## config.mk

```make
export PLATFORM = sky130hd
export DESIGN_NAME = cdc_slow_tx
export DESIGN_NICKNAME = d
export VERILOG_FILES = /design/src/rtl/cdc_slow_tx.sv
export SDC_FILE = /design/constraint.sdc
export NUM_CORES = 1
export LEC_CHECK = 0
export ABC_AREA = 1
export BUFFER_PORTS_ARGS = -buffer_cell sky130_fd_sc_hd__buf_2
export CORE_MARGIN = 3
export CORE_UTILIZATION = 55
export CTS_BUF_LIST = sky130_fd_sc_hd__clkbuf_2 sky130_fd_sc_hd__clkbuf_4 sky130_fd_sc_hd__clkbuf_8
export DETAILED_ROUTE_END_ITERATION = 6
export HOLD_SLACK_MARGIN = 0.02
export PLACE_DENSITY = 0.84
export SYNTH_ARGS = -nofsm -noshare
export SYNTH_HDL_FRONTEND = slang
export SYNTH_SLANG_ARGS = --single-unit
export TNS_END_PERCENT = 5
```

## constraint.sdc

```tcl
create_clock -name clk -period 2.8 [get_ports clk]
set_input_delay 0.56 -clock clk [delete_from_list [all_inputs] [get_ports clk]]
set_output_delay 0.56 -clock clk [all_outputs]
set_load 0.005 [all_outputs]
```

## src/rtl/cdc_slow_tx.sv

```systemverilog
// Slow-domain sender for the slow-to-fast multibit CDC: FIFO-buffered words presented on din with a fixed HIGH/LOW din_en pulse.
// Optional build macro CDC_TX_PARITY_EN adds din_par, the even parity of the loaded word.
`timescale 1ns/1ps
module cdc_slow_tx #(
  parameter int DW    = 32,
  parameter int DEPTH = 4,
  parameter int HOLD  = 2,
  parameter int GAP   = 2
) (
  input  logic                     clk,
  input  logic                     rst,
  input  logic [DW-1:0]            s_data,
  input  logic                     s_valid,
  output logic                     s_ready,
  output logic [DW-1:0]            din,
  output logic                     din_en,
  output logic                     busy,
  output logic [$clog2(DEPTH):0]   level
`ifdef CDC_TX_PARITY_EN
  ,
  output logic                     din_par
`endif
);

  localparam int AW   = $clog2(DEPTH);
  localparam int LW   = AW + 1;
  localparam int CMAX = (HOLD > GAP) ? HOLD : GAP;
  localparam int CW   = (CMAX > 1) ? $clog2(CMAX) : 1;

  localparam logic [1:0]    ST_IDLE  = 2'd0;
  localparam logic [1:0]    ST_HIGH  = 2'd1;
  localparam logic [1:0]    ST_LOW   = 2'd2;

  localparam logic [AW-1:0] PTR_ZERO = {AW{1'b0}};
  localparam logic [AW-1:0] PTR_ONE  = AW'(1);
  localparam logic [LW-1:0] LVL_ZERO = {LW{1'b0}};
  localparam logic [LW-1:0] LVL_ONE  = LW'(1);
  localparam logic [LW-1:0] LVL_FULL = LW'(DEPTH);
  localparam logic [CW-1:0] CNT_ZERO = {CW{1'b0}};
  localparam logic [CW-1:0] CNT_ONE  = CW'(1);
  localparam logic [CW-1:0] HOLD_LD  = CW'(HOLD - 1);
  localparam logic [CW-1:0] GAP_LD   = CW'(GAP - 1);

  logic [DW-1:0] mem_r [DEPTH];
  logic [AW-1:0] wr_ptr_r;
  logic [AW-1:0] rd_ptr_r;
  logic [LW-1:0] level_r;
  logic [1:0]    state_r;
  logic [CW-1:0] cnt_r;
  logic [DW-1:0] din_r;
  logic          din_en_r;

  logic          empty_s;
  logic          full_s;
  logic          push_s;
  logic          pop_s;
  logic [DW-1:0] head_s;

  assign empty_s = (level_r == LVL_ZERO);
  assign full_s  = (level_r == LVL_FULL);
  assign push_s  = s_valid && !full_s;
  assign head_s  = mem_r[rd_ptr_r];

  assign s_ready = !full_s;
  assign din     = din_r;
  assign din_en  = din_en_r;
  assign level   = level_r;
  assign busy    = (state_r != ST_IDLE) || !empty_s;

  // Pop the head whenever the pulse engine is ready for a new word.
  always_comb begin
    pop_s = 1'b0;
    case (state_r)
      ST_IDLE: pop_s = !empty_s;
      ST_LOW:  pop_s = (cnt_r == CNT_ZERO) && !empty_s;
      default: pop_s = 1'b0;
    endcase
  end

  // Storage array; reset only touches pointers so the array needs no reset.
  always_ff @(posedge clk) begin
    if (!rst && push_s) begin
      mem_r[wr_ptr_r] <= s_data;
    end
  end

  // FIFO pointers and occupancy; a simultaneous push and pop leaves level unchanged.
  always_ff @(posedge clk) begin
    if (rst) begin
      wr_ptr_r <= PTR_ZERO;
      rd_ptr_r <= PTR_ZERO;
      level_r  <= LVL_ZERO;
    end else begin
      if (push_s) begin
        wr_ptr_r <= wr_ptr_r + PTR_ONE;
      end
      if (pop_s) begin
        rd_ptr_r <= rd_ptr_r + PTR_ONE;
      end
      case ({push_s, pop_s})
        2'b10:   level_r <= level_r + LVL_ONE;
        2'b01:   level_r <= level_r - LVL_ONE;
        default: level_r <= level_r;
      endcase
    end
  end

  // Pulse engine: a load starts HIGH for HOLD cycles, then LOW for GAP cycles; din only changes on a load.
  always_ff @(posedge clk) begin
    if (rst) begin
      state_r  <= ST_IDLE;
      cnt_r    <= CNT_ZERO;
      din_r    <= {DW{1'b0}};
      din_en_r <= 1'b0;
    end else if (pop_s) begin
      din_r    <= head_s;
      din_en_r <= 1'b1;
      cnt_r    <= HOLD_LD;
      state_r  <= ST_HIGH;
    end else begin
      case (state_r)
        ST_IDLE: state_r <= ST_IDLE;
        ST_HIGH: begin
          if (cnt_r == CNT_ZERO) begin
            din_en_r <= 1'b0;
            cnt_r    <= GAP_LD;
            state_r  <= ST_LOW;
          end else begin
            cnt_r    <= cnt_r - CNT_ONE;
          end
        end
        ST_LOW: begin
          if (cnt_r != CNT_ZERO) begin
            cnt_r   <= cnt_r - CNT_ONE;
          end else begin
            state_r <= ST_IDLE;
          end
        end
        default: begin
          state_r  <= ST_IDLE;
          din_en_r <= 1'b0;
          cnt_r    <= CNT_ZERO;
        end
      endcase
    end
  end

`ifdef CDC_TX_PARITY_EN
  logic din_par_r;

  function automatic logic even_par(input logic [DW-1:0] word);
    return ^word;
  endfunction

  assign din_par = din_par_r;

  // Parity travels with the word and is captured on the same load edge.
  always_ff @(posedge clk) begin
    if (rst) begin
      din_par_r <= 1'b0;
    end else if (pop_s) begin
      din_par_r <= even_par(head_s);
    end else begin
      din_par_r <= din_par_r;
    end
  end
`endif

endmodule
```

==> results of run 1 <==
[kinds of logic (layout without fill, tap and decap cells)]
kind of cell | Yosys count | in the layout
AOI/OAI and AO/OA | 12 | 12
DFF | 171 | 171
other | 0 | 1
buffers and inverters | 211 | 292
adders and majority gates | 9 | 9
and+or+nand+nor | 397 | 397
[routing by layer]
layer	global-route usage [%]	vias to the layer above	routed length [µm]
met5	0	-	13
met3	4.364	30	651
li1	-	2558	-
met2	32.47	131	6937
met1	22.42	2210	5625
met4	10.36	2	268
[worst max-delay path: stages (launching register included)]
cell     delay, ns
dfxtp_1       0.44
nor2_2        0.08
nand2_1       0.14
nand3_1       0.34
nor2_4        0.52
buf_12        0.24
[sequential cells by signal, summed over array words and instances, names as in the netlist]
register	count
state_r	2
din_en	1
mem_r	128
rd_ptr_r	2
cnt_r	1
wr_ptr_r	2
din	32
level	3
[power breakdown]
group	leakage [nW]	switching [mW]	internal, mW	total, mW
combinational	2.20	1.57	0.815	2.39
clock	0.187	0.816	0.799	1.62
sequential	1.52	0.136	3.04	3.18
[path summary, 6_finish.rpt]
path,endpoint,depth (start not counted),startpoint,slack [ns]
setup / recovery,mem_r[0][9]$_DFFE_PP_,5,level[0]$_SDFFE_PP0P_,0.74
hold / removal,mem_r[2][4]$_DFFE_PP_,1,s_data[4],0.32
setup reg to reg,mem_r[0][9]$_DFFE_PP_,5,level[0]$_SDFFE_PP0P_,0.74
hold reg to reg,din_en$_SDFFE_PP0P_,2,din_en$_SDFFE_PP0P_,0.46
[cell usage after synthesis]
master      n  share of area, %
ha_1        8               1.4
nand2_1   246                13
dfxtp_1    43                12
nor2_1     78               4.0
inv_1     174               8.9
nand3_1    71               4.8
a21oi_1     8              0.54
o21ai_1     1             0.068
nand2_2     1             0.085
buf_6       6              0.92
clkbuf_1    2              0.10
o21ai_0     3              0.20
inv_2       5              0.26
nor2_2      1             0.085
edfxtp_1  128                52
buf_4       8              0.82
buf_2      16               1.1
fa_1        1              0.27
[layout by cell type, fill, tap and decap left out, drive strengths merged]
cell,n
diode,1
nor2,79
inv,179
a21oi,8
clkbuf,19
o21ai,4
edfxtp,128
nand2,247
nand3,71
clkinvlp,3
fa,1
clkinv,8
ha,8
dfxtp,43
bufinv,2
buf,81
[cell type report]
class                      instances  area [µm²]  share of cell area [%]
tap                              172       215.2                   2.622
inverter                         179       671.9                   8.186
sequential                       171        4707                   57.35
clock inverter                    13       127.6                   1.555
timing repair buffer              81       440.4                   5.366
multi-input combinational        418        1794                   21.86
antenna                            1       2.502                 0.03049
clock buffer                      19       249.0                   3.034
==> summary.txt, run 1 <==
Cells and area
  • Fillcell total: 1,044
  • Fin nets: 912
  • Fin area: 8208 µm²
  • Finished Core Util: 64.00%
  • Finished Layout Cells: 1,054
  • Area grow syn2layout: 11.58%
  • Layout cells sized above 1: 14.07%

Logic synthesis
  • Multiplexer share of the synthesized area: 0%
  • Post-synthesis adder-cell area fraction: 1.633%
  • Synth Area in Compound Gates: 0.8165%
  • Syn Area/Cell: 9.195 µm²
  • Main combinational cell family by area after synthesis: simple AND/OR/NAND/NOR gates
  • Sequential fraction of the synthesis area: 63.96%
  • Ys Warns: 0
  • Distinct cell type count after synthesis: 18
  • Netlist Area Pre-Place: 7356 µm²
  • Post-synthesis instance total: 800
  • Synth Net Count: 844
  • Synth Register Bits: 171
  • Xor/xnor share of the synthesized area: 0%
  • Synth Area in Simple Gates: 21.53%

Power
  • Static leakage: 3.907 nW
  • Overall Power: 7.183 mW
  • VDD IR max: 0.4378 mV
  • Cell Pwr Density: 875.1 nW/µm²

Floorplan
  • Die footprint: 14,800 µm²
  • Width of the die: 121.6 µm
  • Core area: 12,820 µm²
  • DIE HEIGHT: 121.6 µm
  • Top-Level Pins: 73
  • Starting Density: 57.36%
  • Row cnt: 41

Run
  • Max-Cap Viols: 0

Outcome
  • Status: completed

STA
  • Setup Skew: 0.01391 ns
  • Final period util: 73.46%
  • Maximum clock rate: 486.2 MHz
  • Hold slack: 0.3213 ns
  • Post-route setup slack: 0.7432 ns
  • Slew @ Worst Pin: 0.7395 ns
  • Final Hold Fails: 0
  • Minimum clock period: 2.057 ns
  • Pins Over Slew Limit: 0
  • TNS Setup: 0 ns
  • Worst slew margin: 50.70%
  • Setup violators final: 0
  • RSZ-0062 raised after global routing: false

Clock tree
  • Post-CTS Resized: 0
  • CTS Sinks: 171
  • Post-CTS Setup Bufs: 0
  • # H-tree levels: 4
  • Total CTS buffers: 17
  • CTS tree: yes
  • Root Buffer: clkbuf_8
  • Bufs on Longest Clock Path: 2
  • Clock transition at the registers of the reported paths: 0.08 ns
  • Cts hold-fix bufs: 0
  • Clock latency on the worst-skew pair: 0.45 ns

GRT
  • Largest net degree at the start of global routing: 71
  • Global-route total usage across every layer: 19.06%
  • Initial antenna violation count: 2
  • Vias in the first global route: 4,637
  • First-pass GRT wire length: 21,430 µm
  • Total grt overflow: 0

Place
  • DP HPWL: 7947 µm
  • Placed instance count: 1,021
  • Dpl ws: 0.6226 ns
  • IO Port Bufs: 72
  • DP Area: 7829 µm²
  • RePlAce Congestion: 0.7356

Route
  • Via density: 4.678
  • DRT Wirelength: 13,500 µm
  • DRC: 0
  • DRT Pass-1 Iters: 5
  • ANT nets after route: 0
  • Via count: 4,931
  • Initial drt markers: 329
  • Wire per inst: 12.80 µm

Critical path
  • Req. time, crit path: 2.95 ns
  • Worst setup EP type: flip-flop
  • Crit path max fanout: 19
  • CP Class: reg -> reg
  • Worst Path Arrival: 2.20 ns
  • Crit path launch type: flip-flop

Min path
  • Hold Crit Class: in -> reg
Note: power is estimated with default switching activity, not from simulation.
==> run 2, diff against run 1 <==
Settings changed: CORE_UTILIZATION 55 to 61, PLACE_DENSITY 0.84 to 0.88.
Clock period 2.8 ns to 1.9 ns, I/O delays scaled along.
==> summary.txt, run 2 (synthesized netlist as in run 1, its figures left out) <==
Cells and area
  • Area grow syn2layout: 14.58%
  • Fin nets: 928
  • Largest register FFs: 128
  • Finished Core Util: 72.57%
  • Commonest cells after routing, fill and taps aside: nand2_1 (244), inv_1 (171), edfxtp_1 (128)
  • Sequential cell area: 4712 µm²
  • Layout cells sized above 1: 17.08%
  • Area of the multi-input gates: 1844 µm²
  • Most common cell after layout, fill and taps aside: nand2_1
  • Fillcell total: 780
  • Ant diodes: 0
  • Register name with the most flops: mem_r

Clock tree
  • CTS Sinks: 171
  • Total CTS buffers: 17
  • # H-tree levels: 4
  • Bufs on Longest Clock Path: 2
  • Cts hold-fix bufs: 0
  • Root Buffer: clkbuf_8
  • CTS tree: yes
  • Clock transition at the registers of the reported paths: 0.09 ns
  • Clock latency on the worst-skew pair: 0.46 ns

Critical path
  • Crit path max fanout: 3
  • Slowest stage delay, CP: 0.40 ns
  • Reg2reg setup slack: 0.01 ns
  • Worst Path Arrival: 2.25 ns
  • Crit-path cells: inv_4 -> ha_4 -> inv_2 -> nand2_2 -> nand2_2 -> inv_2 -> ha_4 -> fa_2 -> nor2_2 -> nor2_2 -> a21oi_1 -> nor2_1
  • CP Class: reg -> reg
  • Worst setup EP type: flip-flop
  • Critical R2R Launch: state_r[1]$_SDFFE_PP0P_
  • Worst reg2reg endpoint: level[2]$_SDFFE_PP0P_
  • Worst r2r path cells: 12
  • Crit path launch type: flip-flop
  • Req. time, crit path: 2.27 ns
  • Slowest-stage cell, CP: fa_2

STA
  • Minimum clock period: 1.886 ns
  • Worst slew margin: 52.62%
  • Setup violators final: 0
  • Pins Over Slew Limit: 0
  • Setup Skew: 0.01415 ns
  • RSZ-0062 raised after global routing: true
  • Maximum clock rate: 530.2 MHz
  • Final Hold Fails: 0
  • Final period util: 99.26%
  • Slew @ Worst Pin: 0.7107 ns

GRT
  • First-pass GRT wire length: 23,000 µm
  • Largest net degree at the start of global routing: 71
  • Initial antenna violation count: 0
  • Global-route total usage across every layer: 22.76%
  • Total grt overflow: 0
  • Vias in the first global route: 4,918

Floorplan
  • Top-Level Pins: 73
  • DIE HEIGHT: 115.8 µm
  • Row cnt: 39
  • Die footprint: 13,410 µm²
  • Core area: 11,610 µm²
  • Width of the die: 115.8 µm
  • Starting Density: 63.34%

Route
  • ANT nets after route: 0
  • DRT Wirelength: 14,910 µm
  • Via density: 4.997
  • DRC: 0
  • Wire per inst: 14.35 µm
  • Via count: 5,192
  • Initial drt markers: 296
  • DRT Pass-1 Iters: 5

Power
  • Overall Power: 11.25 mW
  • VDD IR max: 0.8913 mV
  • Cell Pwr Density: 1335 nW/µm²
  • Static leakage: 4.023 nW

Min path
  • Worst hold start: s_data[7]
  • Worst Hold End: mem_r[1][7]$_DFFE_PP_
  • Hold Path Stages: 1
  • Hold Crit Class: in -> reg

Place
  • DP HPWL: 8881 µm
  • IO Port Bufs: 72
  • RePlAce Congestion: 0.7467

Outcome
  • Status: completed

Run
  • Max-Cap Viols: 0
==> run 2: area by class of cell <==
class / count / area share [%]
clock buffers: 24 / 3.622
inverters: 179 / 8.002
repair buffers: 97 / 7.393
well taps: 143 / 2.123
multi-input cells: 418 / 21.88
flip-flops and latches: 171 / 55.91
clock inverters: 7 / 1.069
==> run 2: how the worst max path moves through the flow <==
| stage | startpoint | slack, ns | end | cells after the start |
|---|---|---|---|---|
| after detailed placement | state_r[1]$_SDFFE_PP0P_ | -0.003 | level[2]$_SDFFE_PP0P_ | 12 |
| after floorplan | level[0]$_SDFFE_PP0P_ | -0.20 | mem_r[0][0]$_DFFE_PP_ | 4 |
| after CTS | state_r[0]$_SDFFE_PP0P_ | 0.01 | level[2]$_SDFFE_PP0P_ | 12 |
| final | state_r[1]$_SDFFE_PP0P_ | 0.01 | level[2]$_SDFFE_PP0P_ | 12 |
| after global routing | state_r[0]$_SDFFE_PP0P_ | -0.07 | level[2]$_SDFFE_PP0P_ | 12 |
| after global placement | state_r[1]$_SDFFE_PP0P_ | 0.06 | level[2]$_SDFFE_PP0P_ | 12 |
==> run 2: stage by stage <==
| stage | std cells | setup TNS (ns) | hold slack (ns) | instance area, µm² | setup slack (ns) |
|---|---|---|---|---|---|
| finish | 1039 | 0 | 0.1277 | 8428 | 0.01404 |
| global route | 1039 | -0.1548 | 0.1093 | 8428 | -0.06717 |
| CTS | 1037 | 0 | 0.09965 | 8364 | 0.01087 |
| detailed placement | 1006 | -0.002785 | 0.4610 | 7960 | -0.002785 |
| global placement | 1006 | 0 | 0.4543 | 7960 | 0.05889 |
| floorplan | 800 | -25.37 | 0.4491 | 7366 | -0.1982 |
==> run 2: power by group <==
group | total (mW) | internal (mW) | switching, mW | leakage, nW
sequential | 4.70 | 4.49 | 0.212 | 1.52
combinational | 4.00 | 1.47 | 2.54 | 2.30
clock | 2.54 | 1.32 | 1.23 | 0.205
==> run 2: worst max-delay path, delay by kind of cell, from the launching register on <==
| family | cells | cell delay (ns) |
|---|---|---|
| adders and majority gates | 3 | 0.73 |
| DFF | 1 | 0.39 |
| and+or+nand+nor | 5 | 0.37 |
| buffers and inverters | 3 | 0.16 |
| AOI/OAI and AO/OA | 1 | 0.13 |
==> run 2: per-layer routing <==
layer / GRT usage, % / part of all wire [%] / up-vias
met5: 0 / 0 / -
met3: 5.326 / 6.1 / 27
li1: - / - / 2594
met1: 26.50 / 39 / 2411
met4: 10.29 / 2.0 / 0
met2: 40.08 / 53 / 160
==> run 2: repair_timing <==
action,CTS,global route
endpoints found under the setup margin,1,30
gates resized for setup,4,14
setup buffers,0,2
pin swaps,1,8
cloned,0,0
==> run 3, diff against run 2 <==
Settings changed: PLACE_DENSITY 0.88 to 0.82.
==> summary.txt, run 3 (synthesized netlist as in run 1, its figures left out) <==
Outcome
  • Status: completed

Place
  • DP Area: 7950 µm²
  • IO Port Bufs: 72
  • DP HPWL: 8958 µm
  • RePlAce Congestion: 0.7388

STA
  • Worst slew margin: 50.36%
  • Setup Skew: 0.01701 ns
  • Final Hold Fails: 0
  • Setup violators final: 0
  • Pins Over Slew Limit: 0
  • Final period util: 96.42%
  • Minimum clock period: 1.832 ns
  • Maximum clock rate: 545.9 MHz
  • Slew @ Worst Pin: 0.7446 ns

Route
  • Initial drt markers: 411
  • DRC: 0
  • DRT Pass-1 Iters: 4
  • DRT Wirelength: 14,700 µm
  • Top sig layer: met5
  • ANT nets after route: 0
  • Via density: 4.953
  • Metal2 WL: 7273 µm
  • Met3 WL: 999 µm
  • Wire per inst: 14.18 µm
  • Via count: 5,136
  • WL met1: 6168 µm

Floorplan
  • Top-Level Pins: 73
  • DIE HEIGHT: 115.8 µm
  • Core area: 11,610 µm²
  • Die footprint: 13,410 µm²
  • Row cnt: 39
  • Starting Density: 63.34%
  • Width of the die: 115.8 µm

Cells and area
  • Fin nets: 925
  • Largest register FFs: 128
  • Register name with the most flops: mem_r
  • Layout cells sized above 1: 16.89%
  • Most common cell after layout, fill and taps aside: nand2_1
  • Fillcell total: 824
  • Commonest cells after routing, fill and taps aside: nand2_1 (244), inv_1 (171), edfxtp_1 (128)
  • Fin area: 8437 µm²
  • Ant diodes: 0
  • Finished Core Util: 72.65%
  • Area grow syn2layout: 14.70%

Clock tree
  • CTS Sinks: 171
  • CTS tree: yes
  • Bufs on Longest Clock Path: 2
  • Clock latency on the worst-skew pair: 0.46 ns
  • Root Buffer: clkbuf_8
  • Clock transition at the registers of the reported paths: 0.09 ns
  • Cts hold-fix bufs: 0
  • # H-tree levels: 4
  • Total CTS buffers: 17

GRT
  • Initial antenna violation count: 1
  • Largest net degree at the start of global routing: 71
  • Vias in the first global route: 5,113
  • First-pass GRT wire length: 23,680 µm
  • Global-route total usage across every layer: 23.05%
  • Total grt overflow: 0

Critical path
  • Worst setup EP type: flip-flop
  • Slowest stage delay, CP: 0.39 ns
  • CP Class: reg -> reg
  • Crit path max fanout: 3
  • Slowest-stage cell, CP: dfxtp_4
  • Worst Path Arrival: 2.19 ns
  • Crit path launch type: flip-flop
  • WP buf/inv: 3
  • Req. time, crit path: 2.26 ns
  • Crit-path cells: inv_4 -> ha_4 -> inv_2 -> nand2_2 -> nand2_2 -> inv_2 -> ha_4 -> fa_2 -> nor2_2 -> nor2_2 -> a21oi_1 -> nor2_1
  • Crit path max-delay family: adder cells

Power
  • Clock power share: 23.2%
  • Cell Pwr Density: 1338 nW/µm²
  • Combinational power share: 35.1%
  • VDD IR max: 0.9002 mV
  • Switching pwr: 3.973 mW
  • Flop pwr share: 41.6%
  • Static leakage: 4.014 nW
  • Pint: 7.317 mW
  • Sw Ratio: 35.19%

Min path
  • Hold Crit Class: in -> reg

Run
  • Max-Cap Viols: 0
## run 3: cell count changes in the layout (fill, tap and decap cells not counted)
cell,delta
buf_12,+1
buf_4,-4
bufinv_16,+1
clkbuf_4,-1
clkbuf_8,-2
clkinv_4,+1
clkinvlp_4,+2
## run 3: layout make-up
class / count / area (µm²) / share of cell area [%]
Tap cell: 143 / 178.9 / 2.121
Clock buffer: 21 / 270.3 / 3.203
Sequential cell: 171 / 4712 / 55.85
Clock inverter: 11 / 143.9 / 1.705
Multi-Input combinational cell: 418 / 1844 / 21.86
Inverter: 179 / 674.4 / 7.993
Timing Repair Buffer: 94 / 613.1 / 7.267
## run 3: power by group through the flow
stage	sequential, mW	combinational (mW)	clock, mW
after global routing	4.75	4.52	2.84
final	4.70	3.97	2.62
after floorplan	4.79	2.71	0
after detailed placement	4.77	3.79	0
after global placement	4.75	3.66	0
after CTS	4.69	3.84	2.66
## run 3: what timing repair did
action,in CTS,in global routing
setup endpoints to repair,1,36
pin swaps,0,7
gates resized for setup,2,16
buffers inserted,0,2
## run 3: path summary, 6_finish.rpt
check / from / to / slack [ns] / cells after the start
setup / recovery: state_r[1]$_SDFFE_PP0P_ / level[2]$_SDFFE_PP0P_ / 0.07 / 12
hold / removal: s_data[16] / mem_r[1][16]$_DFFE_PP_ / 0.14 / 1
setup reg to reg: state_r[1]$_SDFFE_PP0P_ / level[2]$_SDFFE_PP0P_ / 0.07 / 12
hold reg to reg: din_en$_SDFFE_PP0P_ / din_en$_SDFFE_PP0P_ / 0.47 / 2
## run 3: per-layer routing
| metal | track usage, % | up-vias |
|---|---|---|
| li1 | - | 2587 |
| met1 | 28.27 | 2347 |
| met2 | 38.86 | 170 |
| met3 | 6.632 | 30 |
| met4 | 8.894 | 2 |
| met5 | 0 | - |
## run 3: metrics by stage
stage | setup slack (ns) | hold WS [ns] | cells | power (mW) | setup TNS (ns)
2_1_floorplan | -0.1982 | 0.4491 | 800 | 7.496 | -25.37
5_1_grt | -0.03691 | 0.1080 | 1037 | 12.10 | -0.07429
3_5_place_dp | -0.03004 | 0.4529 | 1003 | 8.562 | -0.03004
4_1_cts | 0.02300 | 0.1129 | 1035 | 11.19 | 0
3_3_place_gp | 0.05740 | 0.4495 | 1003 | 8.408 | 0
6_report | 0.06807 | 0.1397 | 1037 | 11.29 | 0
